File: src/rtl/usb_report_fifo.sv
// First-word-fall-through report buffer for HID words arriving from the USB CDC.
// Writes are never back-pressured; words arriving while full are dropped and counted.
module usb_report_fifo #(
  parameter int DATA_W    = 64,
  parameter int DEPTH     = 8,
  parameter int EDGE_MODE = 0,
  parameter int CNT_W     = 16
) (
  input  logic                       axi_clk,
  input  logic                       rst,
  input  logic [DATA_W-1:0]          in_data_i,
  input  logic                       in_valid_i,
  output logic [DATA_W-1:0]          out_data_o,
  output logic                       out_valid_o,
  input  logic                       out_ready_i,
  output logic [$clog2(DEPTH):0]     count_o,
  output logic                       full_o,
  output logic                       empty_o,
  output logic                       overflow_o,
  output logic [CNT_W-1:0]           drop_cnt_o,
  input  logic                       clear_ovf_i
);

  localparam int AW = $clog2(DEPTH);
  localparam int PW = AW + 1;

  logic [DATA_W-1:0] r_mem [DEPTH];
  logic [PW-1:0]     r_wr_ptr;
  logic [PW-1:0]     r_rd_ptr;
  logic              r_in_valid_q;
  logic              r_overflow;
  logic [CNT_W-1:0]  r_drop_cnt;

  logic w_full;
  logic w_empty;
  logic w_wr;
  logic w_rd;
  logic w_accept;
  logic w_drop;

  // Wrap bit distinguishes full from empty when the index bits match.
  assign w_empty  = (r_wr_ptr == r_rd_ptr);
  assign w_full   = (r_wr_ptr[AW-1:0] == r_rd_ptr[AW-1:0]) &&
                    (r_wr_ptr[AW] != r_rd_ptr[AW]);
  assign w_wr     = (EDGE_MODE != 0) ? (in_valid_i & ~r_in_valid_q) : in_valid_i;
  assign w_rd     = ~w_empty & out_ready_i;
  // A pop frees the slot in the same cycle, so a full buffer can still take a write.
  assign w_accept = w_wr & (~w_full | w_rd);
  assign w_drop   = w_wr & w_full & ~w_rd;

  always_ff @(posedge axi_clk) begin
    if (rst) begin
      r_wr_ptr     <= '0;
      r_rd_ptr     <= '0;
      r_in_valid_q <= 1'b0;
      r_overflow   <= 1'b0;
      r_drop_cnt   <= '0;
    end else begin
      r_in_valid_q <= in_valid_i;
      if (w_accept) r_wr_ptr <= r_wr_ptr + PW'(1);
      if (w_rd)     r_rd_ptr <= r_rd_ptr + PW'(1);
      // Clear has priority over a drop landing in the same cycle.
      if (clear_ovf_i) begin
        r_overflow <= 1'b0;
        r_drop_cnt <= '0;
      end else if (w_drop) begin
        r_overflow <= 1'b1;
        if (r_drop_cnt != {CNT_W{1'b1}}) r_drop_cnt <= r_drop_cnt + CNT_W'(1);
      end
    end
  end

  // Storage is deliberately left out of reset.
  always_ff @(posedge axi_clk) begin
    if (!rst && w_accept) r_mem[r_wr_ptr[AW-1:0]] <= in_data_i;
  end

  assign out_data_o  = r_mem[r_rd_ptr[AW-1:0]];
  assign out_valid_o = ~w_empty;
  assign count_o     = r_wr_ptr - r_rd_ptr;
  assign full_o      = w_full;
  assign empty_o     = w_empty;
  assign overflow_o  = r_overflow;
  assign drop_cnt_o  = r_drop_cnt;

endmodule

File: config.mk
export PLATFORM = sky130hd
export DESIGN_NAME = usb_report_fifo
export DESIGN_NICKNAME = d
export VERILOG_FILES = /design/src/rtl/usb_report_fifo.sv
export SDC_FILE = /design/constraint.sdc
export NUM_CORES = 1
export LEC_CHECK = 0
export CAP_MARGIN = 5
export CORE_MARGIN = 2
export CORE_UTILIZATION = 58
export CTS_CLUSTER_SIZE = 8
export DETAILED_ROUTE_END_ITERATION = 10
export PLACE_DENSITY_LB_ADDON = 0.05
export SETUP_SLACK_MARGIN = 0.3
export SLEW_MARGIN = 25
export SYNTH_ARGS = -nofsm -noshare
export SYNTH_HDL_FRONTEND = slang
export SYNTH_SLANG_ARGS = --single-unit
File: constraint.sdc
create_clock -name axi_clk -period 10.11 [get_ports axi_clk]
set_input_delay 2.5275 -clock axi_clk [delete_from_list [all_inputs] [get_ports axi_clk]]
set_output_delay 2.5275 -clock axi_clk [all_outputs]
set_load 0.03 [all_outputs]
Yosys cells after proc, flatten, opt, wreduce, memory -nomap -nowiden

Memory sizes are Yosys's and may differ from the RTL's. A register that Yosys moved wholly into a read port is not among the register bits.
Index checks and enable logic that the tools add are counted.

Register bits: 25
Memory bits (writable): 512
Input port bits: 69
Memories: 1
Output and inout bits: 88

Memory list:

| name  | words | width | rd ports | clocked after Yosys merged registers in | wr ports | line | source |
|---|---|---|---|---|---|---|---|
| r_mem | 8     | 64    | 1        | 1                                       | 1        | 27   | `logic [DATA_W-1:0] r_mem [DEPTH];` |

Equality and inequality tests: 4
Multiplexer cells: 4
Reduce and logical (&&, ||, !) cells: 5
Add/subtract/negate cells: 4
Bitwise logic cells: 8

Operators with widths:

| operator              | number |
|---|---|
| $add 16x1->16 const B | 1 |
| $ne 16x16->1 const B  | 1 |
| $add 4x1->4 const B   | 2 |
| $mux 3                | 2 |
| $and 1x1->1           | 4 |
| $eq 4x4->1            | 1 |
| $sub 4x4->4           | 1 |
| $eq 3x3->1            | 1 |
| $not 1->1             | 3 |
| $logic_and 1x1->1     | 2 |
| $mux 1                | 2 |
| $reduce_and 2->1      | 1 |
| $reduce_or 2->1       | 1 |
| $logic_not 1->1       | 1 |
| $ne 1x1->1            | 1 |
| $or 1x1->1            | 1 |

Depth between registers and ports, before layout

Word-level depth: 8
Depth in mapped cells: 7

Worst setup path after synthesis

No wires, ideal clock.

Kind: input to register
Start: in out_ready_i
End: mem r_mem[1][0] (enable)
Arrival: 7527 ps
Stages: 4
Slack: 2018 ps
Path buffers: 0
Cells stage by stage: nand4b_1 > o21ai_1 > or3_1 > nor3_1

Word-level cells in the longest chain between the ends: 6

RTL lines:

| item                         | line | source |
|---|---|---|
| from (decl)                  | 15   | `input logic out_ready_i,` |
| $and 1x1->1                  | 46   | `assign w_rd = ~w_empty & out_ready_i;` |
| $or 1x1->1                   | 48   | `assign w_accept = w_wr & (~w_full \| w_rd);` |
| $and 1x1->1                  | 48   |  |
| $logic_and 1x1->1            | 75   | `if (!rst && w_accept) r_mem[r_wr_ptr[AW-1:0]] <= in_data_i;` |
| $mux 1                       | 75   |  |
| $mux 1 (not written as such) | 75   |  |
| to (decl)                    | 27   |  |

Every way passes these cells.

==> metrics.yaml <==
coreArea_um2: 35400
first_iter_violations: 663
drtAntennaViolNets: 0
cp_max_fo: 88
synthMuxAreaShare: 0.177
grt_pass1_wl_um: 59600
p_per_area_nw_per_um2: 224
cp_slowest_cell: "dfxtp_4"
final_cell_area_um2: 25000
ir_drop_uv: 167
fill_cells: 2184
antenna_found_initial: 3
ctsRootBufferMaster: "clkbuf_16"
fmax_mhz: 160
setup_viol: 0
clock_latency_ps: 580
status: "complete, no violations"
rows: 69
layout-drive-gt1-share: 0.269
synth-edff-count: 512
dpl_cell_area_um2: 22900
ys_warn_count: 0
die_h_um: 193
hold_path_class: "flip-flop to flip-flop"
die_area_um2: 37200
htreeDepth: 3
synth.lib_cells_used.distinct: 42
synth_nets: 997
synth_xor_area_frac: 0.00459
crit_required_ps: 7580
path_clk_slew_ps: 50
cp.arrival_ps: 3710
viasPerCell: 6.02
cts_tree: "yes"
path_class: "flip-flop to primary output"
post-route-period-util: 0.617
rsz0062_at_grt: "false"
postCtsSetupRepairBufs: 0
cts.sinks: 540
syn_area_um2: 20700
cts_hold_buf: 0
p_leak_uw: 0.00777
period_needed_ps: 6240
slowest_delay_ps: 880
grt_max_degree: 89
fin_nets: 1208
worst_pin_slew_ps: 958
hp-start: "overflow_o"
ff2ff_setup_slack_ps: 6530
setup_tns_ps: 0
clockBufferDepth: 3
avgSynthCellArea_um2: 22.5
totalWireLength_um: 39700
cts_buffers: 77
num_io_pins: 157
synth_compound_area_frac: 0.0110
ys.flop_type: "edfxtp_1"
die_x_um: 193
port_buffers: 156
synthCells: 921
async_flop_share: 0
place.gp.congestion: 0.737
grt_pass1_vias: 10325
syn2layout_area_growth_pct: 20.6
hold_viol: 0
slew_headroom: 0.360
worstReg2RegStart: "r_wr_ptr[2]"
start_kind: "flip-flop"
postLayoutCoreUtil: 0.705
wl_per_cell_um: 24.6
grt_overflow: 0
clock_skew_ps: 18.8
cp-end-kind: "primary output"
maxCapViolations: 0
yosys.area_share.simple: 0.0225
final_cell_mix: "512 x edfxtp_1, 156 x clkdlybuf4s50_1, 128 x mux4_2"
dp_hpwl_um: 20600
ys_ff_latch: 540
start_util: 0.585
layout_commonest_cell: "edfxtp_1"
grtUsageTotal: 0.220
firstDrtPassIters: 5
vias: 9695
yosysSeqAreaShare: 0.770
synth_fa_ha_area_frac: 0.00459
worstPathCellList: "buf_12 > mux4_2 > mux2_2 > clkdlybuf4s50_1"
cts_resized: 0
slew_violations: 0
synth_top_family_by_area: "multiplexers"
drc: 0
## report_power, final
part / total [uW] / switching (uW) / internal [uW] / leakage [uW]
logic: 811 / 396 / 416 / 0.00190
registers: 2540 / 47.3 / 2490 / 0.00485
clock network: 2230 / 838 / 1390 / 0.00101
## synth_stat cells (9+ instances only)
cell type | instances | area (um2)
edfxtp_1 | 512 | 15400
mux4_2 | 128 | 2880
mux2_2 | 64 | 721
dfxtp_1 | 28 | 561
clkbuf_1 | 24 | 90.1
nor2_1 | 20 | 75.1
buf_2 | 15 | 75.1
a21oi_1 | 12 | 60.1
nand2_1 | 12 | 45.0
inv_1 | 11 | 41.3
or3_1 | 9 | 56.3
## metal layers
layer / track usage / vias up / part of all wire
met4: 0.0542 / 4 / 0.011
met1: 0.296 / 5115 / 0.42
met3: 0.0675 / 47 / 0.063
li1: - / 4280 / -
met2: 0.357 / 249 / 0.50
met5: 0 / - / 0.00063
## kinds of logic after synthesis
logic type,Yosys count
buf+inv,51
xor+xnor,10
flops,540
mux,199
compound gates,34
simple gates,80
fa+ha+maj,7
## metrics by stage
step / hold slack (ps) / cells / setup WS, ps / power [uW]
after floorplan: 540 / 921 / 2020 / 3120
after global placement: 461 / 1513 / 4270 / 3400
after detailed placement: 477 / 1514 / 4200 / 3400
after CTS: 492 / 1610 / 3700 / 5650
after global routing: 526 / 1610 / 3580 / 5780
final: 482 / 1611 / 3870 / 5580
## state kept, by name, indices dropped and copies added, names as in the netlist, named ones only
register / flops
r_mem: 512
drop_cnt_o: 16
r_rd_ptr: 4
overflow_o: 1
r_wr_ptr: 4
## worst max-delay path, delay by kind of cell, from the launching register on
family / cells / cell delay, ps
muxes: 2 / 890
DFF: 1 / 880
buffers and inverters: 2 / 1300
## final cells by class
cell class	count	area, um2	share of cell area
Multi-Input combinational cell	330	4610	0.185
Inverter	11	41.3	0.00165
Sequential cell	540	15900	0.639
Clock buffer	90	2000	0.0800
Tap cell	461	577	0.0231
Clock inverter	6	81.3	0.00326
Antenna cell	1	2.50	0.000100
Timing Repair Buffer	172	1710	0.0684
## final timing paths
kind | endpoint | cells after the start
setup / recovery | out_data_o[3] | 4
hold / removal | overflow_o | 2
hold reg to reg | overflow_o | 2
setup reg to reg | r_mem[3][56] | 6
No activity file was read; power rests on OpenSTA's default activity.
